--- config.mk ---
export PLATFORM = sky130hd
export DESIGN_NAME = avmm_req_packetizer_flat
export DESIGN_NICKNAME = d
export VERILOG_FILES = /design/src/rtl/avmm_lvds_bridge_pkg.sv /design/src/rtl/avmm_req_packetizer_if.sv /design/src/rtl/avmm_req_packetizer.sv /design/src/flat_wrapper.sv
export SDC_FILE = /design/constraint.sdc
export NUM_CORES = 1
export LEC_CHECK = 0
export ABC_AREA = 1
export CAP_MARGIN = 10
export CORE_MARGIN = 4
export CORE_UTILIZATION = 44
export DETAILED_ROUTE_END_ITERATION = 6
export PLACE_DENSITY = 0.82
export SLEW_MARGIN = 0
export SYNTH_ARGS = -nofsm -noshare
export SYNTH_HDL_FRONTEND = slang
export SYNTH_SLANG_ARGS = --single-unit
export TNS_END_PERCENT = 50
--- constraint.sdc ---
create_clock -name clk -period 2.3 [get_ports clk]
set_input_delay 0.46 -clock clk [delete_from_list [all_inputs] [get_ports clk]]
set_output_delay 0.46 -clock clk [all_outputs]
set_load 0.05 [all_outputs]
--- src/rtl/avmm_lvds_bridge_pkg.sv ---
// Shared types and constants for the AVMM-to-LVDS bridge.
// Provides the request header layout, the transaction/burst encodings,
// the legal byteenable list and a helper that checks a byteenable value.
package avmm_lvds_bridge_pkg;

    localparam int ADDR_W    = 24;
    localparam int MAX_BURST = 16;
    localparam int BCNT_W    = $clog2(MAX_BURST + 1);

    typedef logic [ADDR_W-1:0] address_t;
    typedef logic [BCNT_W-1:0] burstcnt_t;

    typedef enum logic {
        TR_READ  = 1'b0,
        TR_WRITE = 1'b1
    } trans_e;

    typedef enum logic {
        NOBURST = 1'b0,
        BURST   = 1'b1
    } burst_e;

    // Header beat, MSB first. burstcnt_byteena carries the byteenable for
    // single-beat requests and the beat count for bursts.
    typedef struct packed {
        trans_e    tr;
        burst_e    burst;
        burstcnt_t burstcnt_byteena;
        address_t  address;
    } req_hdr_t;

    localparam int HDR_W = $bits(req_hdr_t);

    typedef enum logic [1:0] {
        IDLE = 2'd0,
        DATA = 2'd1,
        DROP = 2'd2
    } state_e;

    // Byte lanes a single-beat access may use: single bytes, aligned
    // halfwords and the full word.
    localparam int BE_LEGAL_N = 7;
    localparam logic [3:0] BE_LEGAL [BE_LEGAL_N] = '{
        4'b0001, 4'b0010, 4'b0100, 4'b1000, 4'b0011, 4'b1100, 4'b1111
    };

    function automatic logic be_is_legal(input logic [3:0] be);
        logic ok;
        ok = 1'b0;
        for (int i = 0; i < BE_LEGAL_N; i++) begin
            if (be == BE_LEGAL[i]) begin
                ok = 1'b1;
            end else begin
                ok = ok;
            end
        end
        return ok;
    endfunction

endpackage

--- src/rtl/avmm_req_packetizer_if.sv ---
// Bus bundle for the request packetizer: the Avalon-MM slave command side
// (address, read, write, writedata, byteenable, burstcount, waitrequest)
// and the downstream packet stream (tx_data, tx_sop, tx_eop, tx_valid,
// tx_ready).
//   slave  : packetizer view (accepts AVMM commands, drives the stream)
//   master : environment view (issues AVMM commands, consumes the stream)
interface avmm_req_packetizer_if;
    import avmm_lvds_bridge_pkg::*;

    address_t    avs_address;
    logic        avs_read;
    logic        avs_write;
    logic [31:0] avs_writedata;
    logic [3:0]  avs_byteenable;
    burstcnt_t   avs_burstcount;
    logic        avs_waitrequest;

    logic [31:0] tx_data;
    logic        tx_sop;
    logic        tx_eop;
    logic        tx_valid;
    logic        tx_ready;

    modport slave (
        input  avs_address, avs_read, avs_write, avs_writedata,
               avs_byteenable, avs_burstcount, tx_ready,
        output avs_waitrequest, tx_data, tx_sop, tx_eop, tx_valid
    );

    modport master (
        output avs_address, avs_read, avs_write, avs_writedata,
               avs_byteenable, avs_burstcount, tx_ready,
        input  avs_waitrequest, tx_data, tx_sop, tx_eop, tx_valid
    );

endinterface

--- src/rtl/avmm_req_packetizer.sv ---
// Avalon-MM slave front end of the bridge TX path. Each AVMM command becomes
// a packet: one header beat (req_hdr_t zero-extended to 32 bits) followed,
// for writes only, by one beat per write data word. Commands with an illegal
// byteenable or burstcount are consumed without emitting anything and
// counted in a saturating error counter.
// Ports:
//   clk, rst_n : single clock, asynchronous active-low reset
//   bus        : AVMM command side and packet stream (slave modport)
//   rd_issued  : one-cycle pulse when a read header lands in the tx slot
//   rd_len     : beats expected in the read response, valid with rd_issued
//   err_cnt    : saturating count of dropped requests
module avmm_req_packetizer
    import avmm_lvds_bridge_pkg::*;
#(
    parameter int ERR_CNT_W = 8
) (
    input  logic                 clk,
    input  logic                 rst_n,
    avmm_req_packetizer_if.slave bus,
    output logic                 rd_issued,
    output burstcnt_t            rd_len,
    output logic [ERR_CNT_W-1:0] err_cnt
);

    if (HDR_W > 32) begin : g_hdr_too_wide
        $error("req_hdr_t does not fit in a 32-bit beat");
    end

    state_e               state_q, state_d;
    burstcnt_t            beats_left_q, beats_left_d;
    logic [ERR_CNT_W-1:0] err_cnt_q, err_cnt_d;
    logic [31:0]          tx_data_q, tx_data_d;
    logic                 tx_sop_q, tx_sop_d;
    logic                 tx_eop_q, tx_eop_d;
    logic                 tx_valid_q, tx_valid_d;
    logic                 rd_issued_q, rd_issued_d;
    burstcnt_t            rd_len_q, rd_len_d;
    logic                 run_q;

    logic     slot_free_s;
    logic     req_s;
    logic     bc_ok_s;
    logic     multi_s;
    logic     legal_s;
    logic     waitrequest_s;
    req_hdr_t hdr_s;

    // Request decode and header formation.
    always_comb begin
        slot_free_s = !tx_valid_q || bus.tx_ready;
        // run_q keeps the slave stalled while reset is applied and for the
        // first edge after release.
        req_s   = run_q && (bus.avs_read || bus.avs_write);
        bc_ok_s = (bus.avs_burstcount != '0) &&
                  (bus.avs_burstcount <= BCNT_W'(MAX_BURST));
        multi_s = bus.avs_burstcount > BCNT_W'(1);
        legal_s = bc_ok_s && (multi_s || be_is_legal(bus.avs_byteenable));

        hdr_s.tr      = bus.avs_read ? TR_READ : TR_WRITE;
        hdr_s.burst   = multi_s ? BURST : NOBURST;
        hdr_s.address = bus.avs_address;
        if (multi_s) begin
            hdr_s.burstcnt_byteena = bus.avs_burstcount;
        end else begin
            hdr_s.burstcnt_byteena = BCNT_W'(bus.avs_byteenable);
        end
    end

    // Next-state, slot load and waitrequest generation.
    always_comb begin
        state_d       = state_q;
        beats_left_d  = beats_left_q;
        err_cnt_d     = err_cnt_q;
        tx_data_d     = tx_data_q;
        tx_sop_d      = tx_sop_q;
        tx_eop_d      = tx_eop_q;
        tx_valid_d    = tx_valid_q && !bus.tx_ready;
        rd_issued_d   = 1'b0;
        rd_len_d      = rd_len_q;
        waitrequest_s = 1'b1;

        case (state_q)
            IDLE: begin
                if (req_s && !legal_s) begin
                    err_cnt_d = (&err_cnt_q) ? err_cnt_q : err_cnt_q + ERR_CNT_W'(1);
                    if (bus.avs_read) begin
                        waitrequest_s = 1'b0;
                    end else begin
                        // A zero burstcount still carries one data beat.
                        state_d      = DROP;
                        beats_left_d = bc_ok_s || multi_s ? bus.avs_burstcount
                                                          : BCNT_W'(1);
                    end
                end else if (req_s && slot_free_s) begin
                    tx_data_d  = 32'(hdr_s);
                    tx_sop_d   = 1'b1;
                    tx_valid_d = 1'b1;
                    if (bus.avs_read) begin
                        tx_eop_d      = 1'b1;
                        waitrequest_s = 1'b0;
                        rd_issued_d   = 1'b1;
                        rd_len_d      = bus.avs_burstcount;
                    end else begin
                        // Write data is held off until the header is in the slot.
                        tx_eop_d     = 1'b0;
                        beats_left_d = bus.avs_burstcount;
                        state_d      = DATA;
                    end
                end else begin
                    state_d = IDLE;
                end
            end
            DATA: begin
                waitrequest_s = !slot_free_s;
                if (bus.avs_write && slot_free_s) begin
                    tx_data_d    = bus.avs_writedata;
                    tx_sop_d     = 1'b0;
                    tx_eop_d     = (beats_left_q == BCNT_W'(1));
                    tx_valid_d   = 1'b1;
                    beats_left_d = beats_left_q - BCNT_W'(1);
                    if (beats_left_q == BCNT_W'(1)) begin
                        state_d = IDLE;
                    end else begin
                        state_d = DATA;
                    end
                end else begin
                    state_d = DATA;
                end
            end
            DROP: begin
                waitrequest_s = 1'b0;
                if (bus.avs_write) begin
                    beats_left_d = beats_left_q - BCNT_W'(1);
                    if (beats_left_q == BCNT_W'(1)) begin
                        state_d = IDLE;
                    end else begin
                        state_d = DROP;
                    end
                end else begin
                    state_d = DROP;
                end
            end
            default: begin
                state_d = IDLE;
            end
        endcase
    end

    // State, counters and output slot registers.
    always_ff @(posedge clk or negedge rst_n) begin
        if (!rst_n) begin
            state_q      <= IDLE;
            beats_left_q <= '0;
            err_cnt_q    <= '0;
            tx_data_q    <= 32'h0000_0000;
            tx_sop_q     <= 1'b0;
            tx_eop_q     <= 1'b0;
            tx_valid_q   <= 1'b0;
            rd_issued_q  <= 1'b0;
            rd_len_q     <= '0;
            run_q        <= 1'b0;
        end else begin
            state_q      <= state_d;
            beats_left_q <= beats_left_d;
            err_cnt_q    <= err_cnt_d;
            tx_data_q    <= tx_data_d;
            tx_sop_q     <= tx_sop_d;
            tx_eop_q     <= tx_eop_d;
            tx_valid_q   <= tx_valid_d;
            rd_issued_q  <= rd_issued_d;
            rd_len_q     <= rd_len_d;
            run_q        <= 1'b1;
        end
    end

    assign bus.avs_waitrequest = waitrequest_s;
    assign bus.tx_data         = tx_data_q;
    assign bus.tx_sop          = tx_sop_q;
    assign bus.tx_eop          = tx_eop_q;
    assign bus.tx_valid        = tx_valid_q;
    assign rd_issued           = rd_issued_q;
    assign rd_len              = rd_len_q;
    assign err_cnt             = err_cnt_q;

endmodule
--- src/flat_wrapper.sv ---
// flat-port wrapper written by rule: the top's interface ports become plain ports
module avmm_req_packetizer_flat import avmm_lvds_bridge_pkg::*;
#(
    parameter int ERR_CNT_W = 8
)
  (clk, rst_n, rd_issued, rd_len, err_cnt, bus_avs_address, bus_avs_read, bus_avs_write, bus_avs_writedata, bus_avs_byteenable, bus_avs_burstcount, bus_tx_ready, bus_avs_waitrequest, bus_tx_data, bus_tx_sop, bus_tx_eop, bus_tx_valid);
  avmm_req_packetizer_if bus_i ();
  input  logic clk;
  input  logic rst_n;
  output logic rd_issued;
  output burstcnt_t rd_len;
  output logic [ERR_CNT_W-1:0] err_cnt;
  input wire logic [$bits(bus_i.avs_address)-1:0] bus_avs_address;
  input wire logic [$bits(bus_i.avs_read)-1:0] bus_avs_read;
  input wire logic [$bits(bus_i.avs_write)-1:0] bus_avs_write;
  input wire logic [$bits(bus_i.avs_writedata)-1:0] bus_avs_writedata;
  input wire logic [$bits(bus_i.avs_byteenable)-1:0] bus_avs_byteenable;
  input wire logic [$bits(bus_i.avs_burstcount)-1:0] bus_avs_burstcount;
  input wire logic [$bits(bus_i.tx_ready)-1:0] bus_tx_ready;
  output wire logic [$bits(bus_i.avs_waitrequest)-1:0] bus_avs_waitrequest;
  output wire logic [$bits(bus_i.tx_data)-1:0] bus_tx_data;
  output wire logic [$bits(bus_i.tx_sop)-1:0] bus_tx_sop;
  output wire logic [$bits(bus_i.tx_eop)-1:0] bus_tx_eop;
  output wire logic [$bits(bus_i.tx_valid)-1:0] bus_tx_valid;
  assign bus_i.avs_address = bus_avs_address;
  assign bus_i.avs_read = bus_avs_read;
  assign bus_i.avs_write = bus_avs_write;
  assign bus_i.avs_writedata = bus_avs_writedata;
  assign bus_i.avs_byteenable = bus_avs_byteenable;
  assign bus_i.avs_burstcount = bus_avs_burstcount;
  assign bus_i.tx_ready = bus_tx_ready;
  assign bus_avs_waitrequest = bus_i.avs_waitrequest;
  assign bus_tx_data = bus_i.tx_data;
  assign bus_tx_sop = bus_i.tx_sop;
  assign bus_tx_eop = bus_i.tx_eop;
  assign bus_tx_valid = bus_i.tx_valid;
  avmm_req_packetizer #(.ERR_CNT_W(ERR_CNT_W)) u_core (.clk(clk), .rst_n(rst_n), .bus(bus_i), .rd_issued(rd_issued), .rd_len(rd_len), .err_cnt(err_cnt));
endmodule
==> run metrics <==
Fin. Hold Viols 0; CP cell instances clkdlybuf4s50_1 > nor2_1 > inv_1 > nor2_1 > inv_1 > o2111ai_2 > buf_12; vias in the first global route 3,084; total leakage power 2.448 nW; All-Layer GR Usage 20.52%; Tmin final 2124 ps; Syn Nets 509; final setup TNS 0 ps; core area 6907 µm²; Setup Buffers After CTS 0; Rel. slew slack 57.58%; final period utilization 92.36%; RSZ-0062 raised after global routing false; initial antenna violation count 0; first-pass GRT wire length 14.08 mm; Die X 92.86 µm; arrival time worst endpoint 1660 ps; I/O pins 120; Die H 92.86 µm; largest area contributor in the netlist dfrtp_1; CP endpoint kind primary output; clock sink count 57; critical path peak fanout 3; Worst-Margin Slew 636.3 ps; Max Cap Violations 0; wirelength, routed 8.740 mm; fill count 617; synthesized area per cell 7.333 µm²; Initial Utilization 45.87%; P per Cell Area 1522 nW/µm²; via count 3,181; Detail Placement HPWL 6.791 mm; layout overhead on the synthesized area 50.59%; Bufs and invs on worst path 4; Final ANT Viol Nets 0; ANT cells 0; htree depth 3; port buffer count 119; DRT iter0 DRCs 74; Clock Path Buffers 2; CP peak stage delay 410 ps; TritonCTS Buffers 9; WP data required 1840 ps; final setup fails 0; Hold Path Class in -> async; status finished, final reports clean; Clk Latency, worst-skew pair 330 ps; Root Driver clkbuf_8; synth top area cells dfrtp_1 45%, nand2_1 25%, inv_1 4.3%; Die Area 8622 µm²; Final nets 645; via density per instance 4.755; pin count of the biggest net entering global routing 37; fmax 470.7 MHz; CTS tree yes; fin util 69.08%; GRT Residual Overflow 0; cts hold-fix bufs 0; Cell Area, Synth 3168 µm²; RePlAce Congestion 0.9007; Max IR drop VDD 779.2 µV; mean routed wirelength per cell 13.06 µm; Worst setup SP type primary input; Synth cell types 36; final routed DRC violation total 0; post-synth top area share 45.02%; Clock Skew 9.691 ps; drt pass-1 iters 4; layout cells sized above 1 10.12%; cell class contributing the biggest share of worst-path delay buffers and inverters; Yosys Warn Count 0; CTS clk-pin slew, worst paths 70 ps; cell count after synthesis 432; placement row count 30; Seq/Total Area, Yosys 45.02%; Yosys reg bits 57; WS Path Type in -> out; CP max-delay cell clkdlybuf4s50_1; Slew Viols, Final 0
power by group:
part	internal, W	switching [W]
clock network	0.000416	0.000391
registers	0.00146	0.000258
logic	0.00161	0.00313
total	0.00349	0.00378
area by class of cell:
cell class	instances	area (µm²)	area share, %
clock inverter	5	31.28	0.6557
clock buffer	11	141.4	2.964
multi-input combinational	322	1520	31.86
tap	96	120.1	2.518
inverter	38	145.1	3.042
sequential	57	1426	29.90
timing repair buffer	140	1386	29.06
cells by family after synthesis:
family / share of synthesized area, %
xor gates and xnor gates: 1.935
buffers and inverters: 7.425
and+or+nand+nor: 32.94
AOI/OAI and AO/OA: 9.795
DFF: 45.02
adders and majority gates: 2.764
other: 0.1184
sequential cells by signal, summed over array words and instances, names as in the netlist:
signal               cells
u_core.bus.tx_data      32
u_core.rd_issued         1
u_core.rd_len            5
u_core.bus.tx_sop        1
u_core.bus.tx_eop        1
u_core.err_cnt           8
u_core.state_q           2
u_core.bus.tx_valid      1
u_core.beats_left_q      5
u_core.run_q             1
worst reg2reg max path, stage by stage, from the launching register on:
cell,delay (ps)
dfrtp_1,370
inv_1,80
ha_1,230
inv_1,90
buf_4,320
a21oi_1,100
a21oi_1,180
nand3_2,180
nor2_4,180
nand2_1,70
nand2_1,60
cell usage after synthesis, drive strengths merged:
cell type,instances
o221ai,1
ha,7
a21oi,7
buf,10
xor2,4
o21ai,35
nor4,1
o21bai,5
nor2,18
or2,1
o2111ai,1
nand2,218
nor3,2
clkbuf,5
nand3,12
nand4,2
dfrtp,57
inv,38
conb,1
o211ai,3
xnor2,3
a211oi,1
layout by cell type (no fill, tap or decap), types with 2 or more instances in the layout:
cell	n
clkinv_2	3
xnor2_1	3
o21ai_0	22
nand2_2	4
o211ai_1	3
xor2_1	4
dlymetal6s2s_1	5
clkdlybuf4s50_1	108
nor2_2	2
nand3_1	11
nand2_4	2
inv_1	36
a21oi_1	6
clkbuf_8	10
o21bai_1	5
nor2_4	4
nand2_1	212
nand4_1	2
buf_4	19
nor2_1	12
dlygate4sd2_1	4
o21ai_1	12
dfrtp_1	57
ha_1	7
buf_12	3
worst paths after layout:
path	start	endpoint	slack, ps	cells past startpoint
setup / recovery	bus_tx_ready	bus_avs_waitrequest	180	7
hold / removal	rst_n	u_core.bus.tx_data[6]	150	1
setup reg to reg	u_core.state_q[1]	u_core.beats_left_q[2]	380	10
hold reg to reg	u_core.bus.tx_data[23]	u_core.bus.tx_data[23]	480	2
max in group asynchronous	rst_n	u_core.beats_left_q[3]	1550	2
min in group clk	u_core.bus.tx_data[23]	u_core.bus.tx_data[23]	480	2
metal layers:
metal / global-route usage, % / wire length, µm / vias to the layer above
li1: - / - / 1617
met1: 23.62 / 3572 / 1458
met2: 36.11 / 4435 / 88
met3: 4.468 / 492 / 18
met4: 9.524 / 240 / 0
met5: 0 / 0 / -
stage by stage:
step | instance area (µm²) | instances | hold slack, ps | power (W) | setup slack, ps
6_report | 4771 | 669 | 145.3 | 0.007260 | 175.7
5_1_grt | 4771 | 669 | 177.7 | 0.007810 | 28.25
4_1_cts | 4753 | 669 | 150.7 | 0.007323 | 5.917
3_5_place_dp | 4577 | 653 | 464.5 | 0.006482 | -113.3
3_3_place_gp | 4577 | 653 | 461.1 | 0.006381 | -45.02
2_1_floorplan | 3168 | 432 | 164.4 | 0.004971 | 171.1
repair_timing:
| item | in CTS | in global routing |
|---|---|---|
| setup endpoints to repair | 1 | 1 |
| pin swaps | 1 | 1 |
| gates resized for setup | 6 | 8 |
Note: power is estimated with default switching activity, not from simulation.
